`src/rtl/mux_display.sv`:
```
// mux_display: time-multiplexed scan driver for six 7-segment digits.
// A prescaler divides the clock into digit slots; the six codes are latched
// once per frame so a digit never tears mid-scan, and each slot opens with a
// short all-off window to suppress ghosting on the shared segment bus.
// Optional build macro LEADING_ZERO_BLANK_EN: suppresses the hours-tens digit
// for a whole frame when it was captured as ZERO_CODE.
module mux_display #(
  parameter int         CLK_HZ       = 50000000,
  parameter int         SCAN_HZ      = 1000,
  parameter int         BLANK_CYCLES = 2,
  parameter logic [6:0] ZERO_CODE    = 7'b1000000
) (
  input  logic       clock,
  input  logic       reset,
  input  logic [6:0] s_Lsd,
  input  logic [6:0] s_Msd,
  input  logic [6:0] m_Lsd,
  input  logic [6:0] m_Msd,
  input  logic [6:0] h_Lsd,
  input  logic [6:0] h_Msd,
  output logic [6:0] seg,
  output logic [5:0] an,
  output logic       frame
);

  localparam int DIV = CLK_HZ / SCAN_HZ;
  localparam int PW  = $clog2(DIV);

  logic [PW-1:0] prescaler;
  logic [2:0]    idx;
  logic [6:0]    shadow [6];
  logic [6:0]    codes  [6];
  logic          slot_tick;
  logic          capture;
  logic          in_blank;
  logic          lz_blank;
  logic [5:0]    an_next;
  logic [6:0]    seg_next;

  assign codes[0] = s_Lsd;
  assign codes[1] = s_Msd;
  assign codes[2] = m_Lsd;
  assign codes[3] = m_Msd;
  assign codes[4] = h_Lsd;
  assign codes[5] = h_Msd;

  assign slot_tick = (prescaler == PW'(DIV - 1));
  // Capture coincides with the index wrapping back to digit 0.
  assign capture   = slot_tick && (idx == 3'd5);

  // With no blanking configured the comparison is dropped entirely.
  generate
    if (BLANK_CYCLES == 0) begin : g_no_blank
      assign in_blank = 1'b0;
    end else begin : g_blank
      assign in_blank = (prescaler < PW'(BLANK_CYCLES));
    end
  endgenerate

  // Slot prescaler: counts 0..DIV-1 and wraps.
  always_ff @(posedge clock or posedge reset) begin
    if (reset) begin
      prescaler <= '0;
    end else if (slot_tick) begin
      prescaler <= '0;
    end else begin
      prescaler <= prescaler + PW'(1);
    end
  end

  // Digit index: steps once per slot; any value past 5 recovers to 0.
  always_ff @(posedge clock or posedge reset) begin
    if (reset) begin
      idx <= 3'd0;
    end else if (slot_tick) begin
      idx <= (idx >= 3'd5) ? 3'd0 : idx + 3'd1;
    end
  end

  // Frame pulse: high for the single clock in which idx returns to 0.
  always_ff @(posedge clock or posedge reset) begin
    if (reset) begin
      frame <= 1'b0;
    end else begin
      frame <= capture;
    end
  end

  // Shadow registers: all six codes latched together at the frame boundary.
  always_ff @(posedge clock or posedge reset) begin
    if (reset) begin
      for (int i = 0; i < 6; i++) shadow[i] <= 7'b1111111;
    end else if (capture) begin
      for (int i = 0; i < 6; i++) shadow[i] <= codes[i];
    end
  end

`ifdef LEADING_ZERO_BLANK_EN
  logic hz;

  // Leading-zero flag: decided once per frame from the captured hours tens.
  always_ff @(posedge clock or posedge reset) begin
    if (reset) begin
      hz <= 1'b0;
    end else if (capture) begin
      hz <= (h_Msd == ZERO_CODE);
    end
  end

  assign lz_blank = hz && (idx == 3'd5);
`else
  logic unused_zero_code;
  assign unused_zero_code = ^ZERO_CODE;
  assign lz_blank = 1'b0;
`endif

  // Output decode: all-off during the blank window, otherwise one digit low.
  always_comb begin
    an_next  = 6'b111111;
    seg_next = 7'b1111111;
    if (!in_blank && !lz_blank && (idx <= 3'd5)) begin
      an_next  = ~(6'b000001 << idx);
      seg_next = shadow[idx];
    end
  end

  // Registered drive of the digit selects and segment bus.
  always_ff @(posedge clock or posedge reset) begin
    if (reset) begin
      an  <= 6'b111111;
      seg <= 7'b1111111;
    end else begin
      an  <= an_next;
      seg <= seg_next;
    end
  end

endmodule

```
`config.mk`:
```
export PLATFORM = sky130hd
export DESIGN_NAME = mux_display
export DESIGN_NICKNAME = d
export VERILOG_FILES = /design/src/rtl/mux_display.sv
export SDC_FILE = /design/constraint.sdc
export NUM_CORES = 1
export LEC_CHECK = 0
export CAP_MARGIN = 40
export CORE_ASPECT_RATIO = 1.75
export CORE_MARGIN = 5
export CORE_UTILIZATION = 58
export DETAILED_ROUTE_END_ITERATION = 7
export HOLD_SLACK_MARGIN = 0.15
export PLACE_DENSITY_LB_ADDON = 0.25
export SYNTH_ARGS = -nofsm -noshare
export SYNTH_HDL_FRONTEND = slang
export SYNTH_SLANG_ARGS = --single-unit
```
`constraint.sdc`:
```
create_clock -name clock -period 3.9 [get_ports clock]
set_input_delay 0.78 -clock clock [delete_from_list [all_inputs] [get_ports clock]]
set_output_delay 0.78 -clock clock [all_outputs]
set_load 0.01 [all_outputs]
```
After elaboration in Yosys (flattened, before gate mapping). Index checks and enable logic that the tools add are counted.

Bits in registers: 75. Input port bits: 44. Output and inout port bits: 14. Word-level logic and storage cells: 32.

Add/sub/neg operators: 2. Magnitude comparators: 4. Equality and inequality tests: 2. Shifts and indexed selects: 1. Muxes and demuxes: 7. Bitwise gates (word level): 2. Reductions and logical operators: 3.

Operator list (count): $bmux 7 s3 (1); $mux 7 (3); $add 16x1->16 const B (1); $eq 16x16->1 const B (1); $lt 16x2->1 const B (1); $mux 16 (1); $mux 6 (1); $not 6->6 (1); $shl 1x3->6 const A (1); $ge 4x4->1 const B (1); $not 3->4 (1); $add 3x1->3 const B (1); $eq 3x3->1 const B (1); $ge 3x3->1 const B (1); $le 3x3->1 const B (1); $mux 3 (1); $logic_and 1x1->1 (2); $logic_not 1->1 (1).

Longest topological paths before layout. Gate-level depths: netlist (run 1).

Depth in word-level cells: 5. Mapped depth: 8. Depth with buffers taken out: 5.

Least setup slack after synthesis (run 1). No wires, ideal clock.

Kind: register to register. Start: reg prescaler[12]. End: reg shadow[0] in the netlist's numbering. Library setup time: 82 ps. Arrival: 2101 ps. Required time: 3818 ps. Slack: 1717 ps. Cell stages (with the launch flop): 7. Buffers on the path: 2. Period minus slack after synthesis: 2183 ps. Cells stage by stage: dfrtp_1 > or4_4 > nor4_4 > and2b_1 > buf_6 > buf_12 > mux2_4.

Word-level cells in the longest chain between the ends: 2.

Ends and longest elaborated chain: from (decl) (line 29) `logic [PW-1:0] prescaler;`; from (signal assigned) (line 67) `prescaler <= prescaler + PW'(1);`; $eq 16x16->1 (line 47) `assign slot_tick = (prescaler == PW'(DIV - 1));`; $logic_and 1x1->1 (line 49) `assign capture = slot_tick && (idx == 3'd5);`; to (decl) (line 31) `logic [6:0] shadow [6];`.

No other way between the ends. A chain may end at the register's enable or synchronous reset.

Final worst setup path (run 1).
Start: reg prescaler[12]. End: reg shadow[23] in the netlist's numbering.

The elaborated chain is that of the path after synthesis.

==> results of run 1 <==
## power by group through the flow
stage | combinational (mW) | sequential (mW) | clock (mW)
floorplan | 0.0118 | 0.793 | 0
global placement | 0.0631 | 0.793 | 0
detailed placement | 0.0632 | 0.793 | 0
CTS | 0.0635 | 0.781 | 0.489
global route | 0.0677 | 0.780 | 0.521
finish | 0.0615 | 0.781 | 0.477
## area by class of cell
cell class | instances | area [um2] | area share, %
clock buffer | 15 | 146 | 3.37
inverter | 4 | 15.0 | 0.346
multi-input combinational | 159 | 1520 | 35.0
sequential | 75 | 1950 | 44.9
tap | 80 | 100 | 2.31
timing repair buffer | 61 | 613 | 14.1
## worst min-delay path by stage
stage                        from             to  slack (ns)  cells past startpoint
finish               prescaler[5]   prescaler[5]        0.54                      1
global route         prescaler[0]   prescaler[0]        0.57                      1
CTS                 prescaler[13]  prescaler[13]        0.54                      1
detailed placement  prescaler[13]  prescaler[13]        0.53                      1
global placement    prescaler[10]  prescaler[10]        0.50                      1
floorplan            prescaler[0]   prescaler[0]        0.47                      1
## metrics by stage
stage	std cells	hold WS, ns	setup slack (ns)	power, mW	cell area, um2
global route	394	0.566	1.01	1.37	4340
detailed placement	379	0.527	1.14	0.856	4190
finish	394	0.542	1.13	1.32	4340
CTS	394	0.541	1.12	1.33	4340
global placement	379	0.500	1.20	0.856	4190
floorplan	250	0.469	1.30	0.805	3610
## flip-flops by register name, summed over array words and instances (netlist names)
register / cells
prescaler: 16
an: 6
frame: 1
shadow: 42
idx: 3
seg: 7
## kinds of logic after synthesis
logic type / count (synthesis) / synth area share [%]
muxes: 56 / 23.8
adders and majority gates: 6 / 2.08
xor gates and xnor gates: 12 / 2.91
DFF: 75 / 53.9
AOI/OAI and AO/OA: 15 / 2.63
buffers and inverters: 16 / 4.09
and+or+nand+nor: 70 / 10.6
## worst register-to-register path, stage by stage (launching register included)
cell     delay (ns)
dfrtp_1        0.43
or4_4          0.57
nor4_4         0.44
and2b_2        0.62
buf_12         0.30
mux2_4         0.33
## cells in the mapped netlist (2+ instances only)
cell type  count  area [um2]
dfstp_2       55        1450
nand2_1       19        71.3
mux2_4        40         601
xor2_1         8        70.1
xnor2_1        4        35.0
nor2_1        11        41.3
o21ai_0        5        25.0
mux4_2         7         158
ha_1           6        75.1
dfrtp_1       20         500
nand4_1        8        50.1
and2_1         2        12.5
nand3_1       12        60.1
buf_12         4        80.1
nor3_1         2        10.0
inv_1          3        11.3
clkbuf_1       4        15.0
nor4_1         3        18.8
and4_1         3        26.3
and3_1         2        12.5
mux2_2         9         101
a21oi_1        2        10.0
a22oi_1        7        52.6
## layer usage
layer	routed length [um]	up-vias	GRT usage [%]
met3	268	14	4.39
li1	-	1015	-
met2	3870	48	34.1
met1	2780	1094	22.3
met4	178	0	9.72
met5	0	-	0
==> results.py, run 1 <==
metrics = {
    "sta": {
        "setup_viol": 0,
        "min_period_over_period_pct": 70.9,
        "slew_headroom_pct": 47.6,
        "max_clock_freq_ghz": 0.362,
        "min_period_ns": 2.77,
        "hold_viol": 0,
        "tns_ns": 0,
        "maxSlewViolCount": 0,
        "finalClockSkew_ns": 0.00982,
        "rsz0062_at_grt": "no",
        "worstMarginPinSlew_ns": 0.785,
    },
    "synthesis": {
        "synth_cells": 250,
        "synth_cell_type_count": 37,
        "syn_area_mm2": 0.00361,
        "synth_warnings": 0,
        "avgSynthCellArea_um2": 14.4,
        "synth_edf_count": 0,
        "synth.ff_latch_count": 75,
        "synth-async-reset-ratio_pct": 100,
        "synthFlopType": "dfstp_2",
        "ys_seq_area_share_pct": 53.9,
        "syn_nets": 300,
    },
    "layout": {
        "layout_common_cells": "clkdlybuf4s50_1 (57), dfstp_2 (55), mux2_4 (40)",
        "diodes": 0,
        "mostFrequentLayoutCell": "clkdlybuf4s50_1",
        "n_fill_cell": 387,
        "finish.net_count": 360,
        "area_growth_pct": 20.2,
        "drive_gt1_share_pct": 42.0,
        "fin_util_pct": 70.7,
    },
    "cts": {
        "clkTransAtPathRegs_ns": 0.07,
        "cts_sinks": 75,
        "ctsResizeCount": 0,
        "clockBufferDepth": 2,
        "numCtsBuffers": 9,
        "clk-insertion-delay-late_ns": 0.35,
        "root_buffer": "clkbuf_8",
        "h-tree-depth": 3,
        "ctsHoldBuffers": 0,
        "post_cts.repair.setup_buffers": 0,
        "tritoncts": "done",
    },
    "worst_setup_path": {
        "crit_path_max_incr_delay_ns": 0.62,
        "start_kind": "flip-flop",
        "timing.rr.end": "shadow[23]",
        "worstPathRequired_ns": 4.17,
        "cp.depth": 5,
        "path_buf_inv": 1,
        "slowest_stage": "and2b_2",
        "r2r_setup_slack_ns": 1.13,
        "r2r_cells": 5,
        "critPathKind": "flip-flop to flip-flop",
        "crit_fanout": 24,
        "critical_path_arrival_ns": 3.03,
        "cp-end-kind": "flip-flop",
        "setup.worst_path.end": "shadow[23]",
        "crit_path_start": "prescaler[12]",
        "crit_family": "simple AND/OR/NAND/NOR gates",
        "cp_cell_sequence": "or4_4, nor4_4, and2b_2, buf_12, mux2_4",
        "r2r_start": "prescaler[12]",
    },
    "die": {
        "fp.dieH_um": 114,
        "rows": 38,
        "initial_core_util_pct": 58.9,
        "io_pins": 58,
        "core-area_mm2": 0.00613,
        "die_x_um": 69.6,
        "dieArea_mm2": 0.00796,
    },
    "global_route": {
        "overflow": 0,
        "antenna_found_initial": 0,
        "first_global_vias": 2469,
        "grt_first_pass_wirelength_um": 12000,
        "grt_max_degree": 41,
        "grt_usage_pct": 19.5,
    },
    "power": {
        "powerDensity_mw_per_mm2": 304,
        "combPwrFrac_pct": 4.7,
        "p_clk_share_pct": 36.1,
        "p_leak_nw": 1.75,
        "p_seq_share_pct": 59.2,
        "swShare_pct": 20.4,
        "internal_power_mw": 1.05,
        "ir_drop_mv": 0.220,
        "switchingPower_mw": 0.269,
    },
    "run": {
        "max_cap_viol_count": 0,
    },
    "routing": {
        "vias_per_cell": 5.51,
        "dr_total_vias": 2171,
        "drt-pass1-iter-count": 4,
        "wl_per_cell_um": 18.0,
        "routed_wl_um": 7090,
        "ant_nets": 0,
        "drt_iter0_drc": 71,
        "drcViolationCount": 0,
    },
    "outcome": {
        "outcome": "finished, final reports clean",
    },
    "placement": {
        "numPortBuffers": 57,
        "hpwl_um": 5120,
        "gp_congestion": 0.898,
    },
    "min_path": {
        "hold_class": "flip-flop to flip-flop",
    },
}
Power figures use the tool's default switching activity.
==> run 2: changes to the inputs <==
- CORE_UTILIZATION: 58 -> 48
- clock period: 3.9 -> 2.3 ns (I/O delays scaled with it)
==> results.py, run 2 (same netlist as run 1, synthesis figures left out) <==
metrics = {
    "layout": {
        "diodes": 0,
        "layout_common_cells": "clkdlybuf4s50_1 (57), dfstp_2 (55), mux2_4 (40)",
        "area_growth_pct": 27.5,
        "regMostFlops": "shadow",
        "drive_gt1_share_pct": 45.7,
        "largest_reg_flops": 42,
        "top_regs": "shadow (42), prescaler (16), seg (7)",
        "mostFrequentLayoutCell": "clkdlybuf4s50_1",
        "finish.net_count": 369,
    },
    "sta": {
        "slew_headroom_pct": 52.6,
        "finalClockSkew_ns": 0.00572,
        "maxSlewViolCount": 0,
        "setup_viol": 0,
        "worstMarginPinSlew_ns": 0.708,
        "min_period_over_period_pct": 94.0,
        "min_period_ns": 2.16,
        "fin_ws_ns": 0.139,
        "rsz0062_at_grt": "no",
        "hold_viol": 0,
        "tns_ns": 0,
        "max_clock_freq_ghz": 0.463,
    },
    "cts": {
        "h-tree-depth": 3,
        "root_buffer": "clkbuf_16",
        "tritoncts": "done",
        "ctsHoldBuffers": 0,
        "clockBufferDepth": 2,
        "cts_sinks": 75,
        "post_cts.repair.setup_buffers": 0,
        "ctsResizeCount": 0,
        "clkTransAtPathRegs_ns": 0.06,
        "numCtsBuffers": 9,
        "clk-insertion-delay-late_ns": 0.33,
    },
    "placement": {
        "pre_cts_slack_ns": 0.150,
        "gp_congestion": 0.884,
        "hpwl_um": 5250,
        "numPortBuffers": 57,
    },
    "power": {
        "powerDensity_mw_per_mm2": 616,
        "ir_drop_mv": 0.444,
        "p_leak_nw": 1.88,
    },
    "min_path": {
        "hold_class": "flip-flop to flip-flop",
    },
    "worst_setup_path": {
        "crit_family": "simple AND/OR/NAND/NOR gates",
        "path_buf_inv": 1,
        "timing.rr.end": "shadow[20]",
        "r2r_cells": 5,
        "start_kind": "flip-flop",
        "r2r_setup_slack_ns": 0.14,
        "cp_cell_sequence": "or4_4, nor4_4, and2b_2, buf_12, mux2_4",
        "worstPathRequired_ns": 2.56,
        "cp-end-kind": "flip-flop",
        "slowest_stage": "or4_4",
        "critical_path_arrival_ns": 2.42,
        "r2r_start": "prescaler[12]",
        "critPathKind": "flip-flop to flip-flop",
        "cp.depth": 5,
        "crit_path_start": "prescaler[12]",
        "crit_fanout": 24,
        "crit_path_max_incr_delay_ns": 0.57,
        "setup.worst_path.end": "shadow[20]",
    },
    "routing": {
        "routed_wl_um": 7530,
        "drt-pass1-iter-count": 4,
        "vias_per_cell": 5.38,
        "ant_nets": 0,
        "drt_iter0_drc": 145,
        "wl_per_cell_um": 18.3,
        "dr_total_vias": 2216,
        "drcViolationCount": 0,
    },
    "global_route": {
        "grt_first_pass_wirelength_um": 11900,
        "overflow": 0,
        "grt_max_degree": 76,
        "first_global_vias": 2417,
        "grt_usage_pct": 16.9,
        "antenna_found_initial": 0,
    },
    "die": {
        "dieArea_mm2": 0.00942,
        "initial_core_util_pct": 48.4,
        "die_x_um": 75.6,
        "core-area_mm2": 0.00746,
        "fp.dieH_um": 125,
        "io_pins": 58,
        "rows": 42,
    },
    "outcome": {
        "outcome": "finished, final reports clean",
    },
    "run": {
        "max_cap_viol_count": 0,
    },
}
-- run 2: worst min-delay path by stage --
| stage | start | endpoint | slack, ns | depth (start not counted) |
|---|---|---|---|---|
| 6_report | prescaler[10] | prescaler[10] | 0.52 | 1 |
| 4_1_cts | prescaler[10] | prescaler[10] | 0.53 | 1 |
| 3_5_place_dp | prescaler[10] | prescaler[10] | 0.51 | 1 |
| 5_1_grt | prescaler[0] | prescaler[0] | 0.55 | 1 |
| 2_1_floorplan | prescaler[0] | prescaler[0] | 0.47 | 1 |
| 3_3_place_gp | prescaler[0] | prescaler[0] | 0.51 | 1 |
-- run 2: stage by stage --
step	instance area [um2]	instances	utilization [%]	power [mW]	hold slack (ns)
2_1_floorplan	3610	250	-	1.36	0.469
3_3_place_gp	4290	396	57.5	1.45	0.505
3_5_place_dp	4290	396	57.5	1.45	0.513
4_1_cts	4600	412	61.7	2.86	0.525
5_1_grt	4600	412	61.7	2.93	0.554
6_report	4600	412	61.7	2.84	0.520
-- run 2: worst register-to-register path, stage by stage (launching register included) --
cell and delay [ns]:
dfrtp_1 0.42, or4_4 0.57, nor4_4 0.29, and2b_2 0.24, buf_12 0.22, mux2_4 0.34
-- run 2: area by class of cell --
type / instances / area [um2]
Tap cell: 88 / 110
Multi-Input combinational cell: 159 / 1520
Timing Repair Buffer: 70 / 706
Inverter: 4 / 15.0
Fill cell: 581 / 2860
Clock buffer: 13 / 292
Clock inverter: 3 / 17.5
Sequential cell: 75 / 1950
-- run 2: metal layers --
metal	part of all wire, %	track usage [%]
met2	54	29.6
met1	39	19.0
met3	4.8	3.80
met5	0	0
met4	2.2	6.80
-- run 2: report_power, final --
group	internal, mW	switching [mW]
sequential	1.32	0
combinational	0.0688	0.0390
clock	0.880	0.524
==> run 3: changes to the inputs <==
- ABC_AREA: unset -> 1
- CORE_UTILIZATION: 48 -> 49
- SLEW_MARGIN: unset -> 0
==> results.py, run 3 <==
metrics = {
    "routing": {
        "ant_nets": 0,
        "vias_per_cell": 5.49,
        "drcViolationCount": 0,
        "wl_met1_um": 3500,
        "dr_total_vias": 3283,
        "dr.max_layer_used": "met4",
        "wl_met3_um": 388,
        "drt-pass1-iter-count": 5,
        "wl_per_cell_um": 15.9,
        "met2_length_um": 5200,
        "routed_wl_um": 9500,
        "drt_iter0_drc": 187,
    },
    "die": {
        "rows": 42,
        "fp.dieH_um": 126,
        "initial_core_util_pct": 49.9,
        "io_pins": 58,
        "core-area_mm2": 0.00751,
        "die_x_um": 76.2,
        "dieArea_mm2": 0.00958,
    },
    "cts": {
        "ctsResizeCount": 0,
        "root_buffer": "clkbuf_16",
        "clockBufferDepth": 2,
        "clk-insertion-delay-late_ns": 0.33,
        "ctsHoldBuffers": 0,
        "post_cts.repair.setup_buffers": 0,
        "cts_sinks": 75,
        "tritoncts": "done",
        "h-tree-depth": 3,
        "clkTransAtPathRegs_ns": 0.06,
        "numCtsBuffers": 9,
    },
    "sta": {
        "whs_ns": 0.459,
        "max_clock_freq_ghz": 0.484,
        "tns_ns": 0,
        "min_period_ns": 2.07,
        "finalClockSkew_ns": 0.00502,
        "rsz0062_at_grt": "no",
        "maxSlewViolCount": 0,
        "setup_viol": 0,
        "worstMarginPinSlew_ns": 0.647,
        "min_period_over_period_pct": 89.8,
        "slew_headroom_pct": 56.7,
        "hold_viol": 0,
    },
    "layout": {
        "mostFrequentLayoutCell": "nand2_1",
        "regMostFlops": "shadow",
        "fin_area_mm2": 0.00471,
        "n_fill_cell": 669,
        "diodes": 0,
        "seqCellArea_mm2": 0.00195,
        "drive_gt1_share_pct": 18.4,
        "multi_input_area_mm2": 0.00160,
        "layout_common_cells": "nand2_1 (145), nor2_1 (65), clkdlybuf4s50_1 (57)",
        "fin_util_pct": 62.6,
        "area_growth_pct": 25.4,
        "finish.net_count": 555,
        "largest_reg_flops": 42,
        "top_regs": "shadow (42), prescaler (16), seg (7)",
    },
    "placement": {
        "gp_congestion": 0.916,
        "placed_area_mm2": 0.00438,
        "numPortBuffers": 57,
        "hpwl_um": 6860,
    },
    "worst_setup_path": {
        "critical_path_arrival_ns": 2.33,
        "worstPathRequired_ns": 2.56,
        "slowest_stage": "dfrtp_1",
        "cp-end-kind": "flip-flop",
        "cp_cell_sequence": "clkinv_1, ha_1, nand2_1, inv_2, nand3_4, nand2_1, nand2_1",
        "crit_path_max_incr_delay_ns": 0.52,
        "start_kind": "flip-flop",
        "crit_fanout": 43,
        "critPathKind": "flip-flop to flip-flop",
        "path_common_cell": "nand2_1",
    },
    "synthesis": {
        "syn_area_mm2": 0.00375,
        "avgSynthCellArea_um2": 8.32,
        "synth_warnings": 0,
        "synth_top_area_cell": "dfstp_2",
        "synth-async-reset-ratio_pct": 100,
        "synth_cells": 451,
        "syn_nets": 501,
        "synth.ff_latch_count": 75,
        "synthFlopType": "dfstp_2",
        "yosysMostFrequentCell": "nand2_1",
        "synth_cell_type_count": 30,
        "synth_top_cell_area_share_pct": 38.5,
        "synthTopCellsByArea": "dfstp_2 (39%), nand2_1 (15%), dfrtp_1 (13%)",
        "ys_seq_area_share_pct": 51.9,
        "synth_edf_count": 0,
        "yosys-top-cells-count": "nand2_1 (145), nor2_1 (65), dfstp_2 (55), nand4_1 (43), o21ai_0 (21)",
    },
    "global_route": {
        "grt_first_pass_wirelength_um": 15700,
        "overflow": 0,
        "antenna_found_initial": 0,
        "first_global_vias": 3306,
        "grt_max_degree": 76,
        "grt_usage_pct": 20.3,
    },
    "run": {
        "max_cap_viol_count": 0,
    },
    "power": {
        "ir_drop_mv": 0.547,
        "powerDensity_mw_per_mm2": 619,
        "finalPower_mw": 2.91,
        "p_leak_nw": 2.18,
    },
    "min_path": {
        "hold_class": "flip-flop to flip-flop",
    },
    "outcome": {
        "outcome": "finished, final reports clean",
    },
}
## run 3: changes by cell type in the layout (fill, tap and decap cells not counted), sizes merged, moves of 10 or more
cell   change
nand3     +10
nand2    +128
nor2      +59
inv       +17
nand4     +35
mux2      -49
o21ai     +19
## run 3: logic make-up after synthesis
logic type      Yosys count  synth area share, %
flops                    75                 51.9
fa+ha+maj                 6                 2.00
xor+xnor                  7                 1.63
buf+inv                  44                 5.50
simple gates            285                 33.8
compound gates           34                 5.23
## run 3: layer usage
layer,track usage [%],up-vias
met5,0,-
met4,10.8,0
met3,4.50,29
met2,37.3,89
met1,21.1,1580
li1,-,1585
## run 3: critical path, delay by kind of cell, from the launching register on
kind          cells  cell delay [ns]
fa+ha+maj         1             0.17
buf+inv           2             0.45
flops             1             0.52
simple gates      4             0.85
## run 3: report_power, final
group          internal (mW)  switching (mW)  total, mW
Sequential              1.33               0       1.33
Clock                  0.963           0.521       1.48
Combinational         0.0672          0.0390      0.106
## run 3: stage by stage
stage	worst slack (ns)	cells
detailed placement	0.265	582
global placement	0.370	582
global route	0.0183	598
CTS	0.257	598
floorplan	0.0210	451
finish	0.234	598
## run 3: area by class of cell
| type | instances | share of cell area, % |
|---|---|---|
| clock buffers | 13 | 5.98 |
| clock inverters | 3 | 0.904 |
| inverters | 22 | 1.75 |
| multi-input cells | 332 | 34.0 |
| flip-flops and latches | 75 | 41.3 |
| well taps | 88 | 2.34 |
| repair buffers | 65 | 13.7 |
## run 3: final timing paths
| kind | startpoint | endpoint | slack (ns) | cells past startpoint |
|---|---|---|---|---|
| worst max register to register | idx[1] | shadow[38] | 0.23 | 7 |
| max in group asynchronous | reset | shadow[23] | 1.41 | 3 |
| min in group asynchronous | reset | prescaler[12] | 0.54 | 3 |
| worst min-delay path | shadow[7] | shadow[7] | 0.46 | 2 |
| worst min register to register | shadow[7] | shadow[7] | 0.46 | 2 |
| worst max-delay path | idx[1] | shadow[38] | 0.23 | 7 |
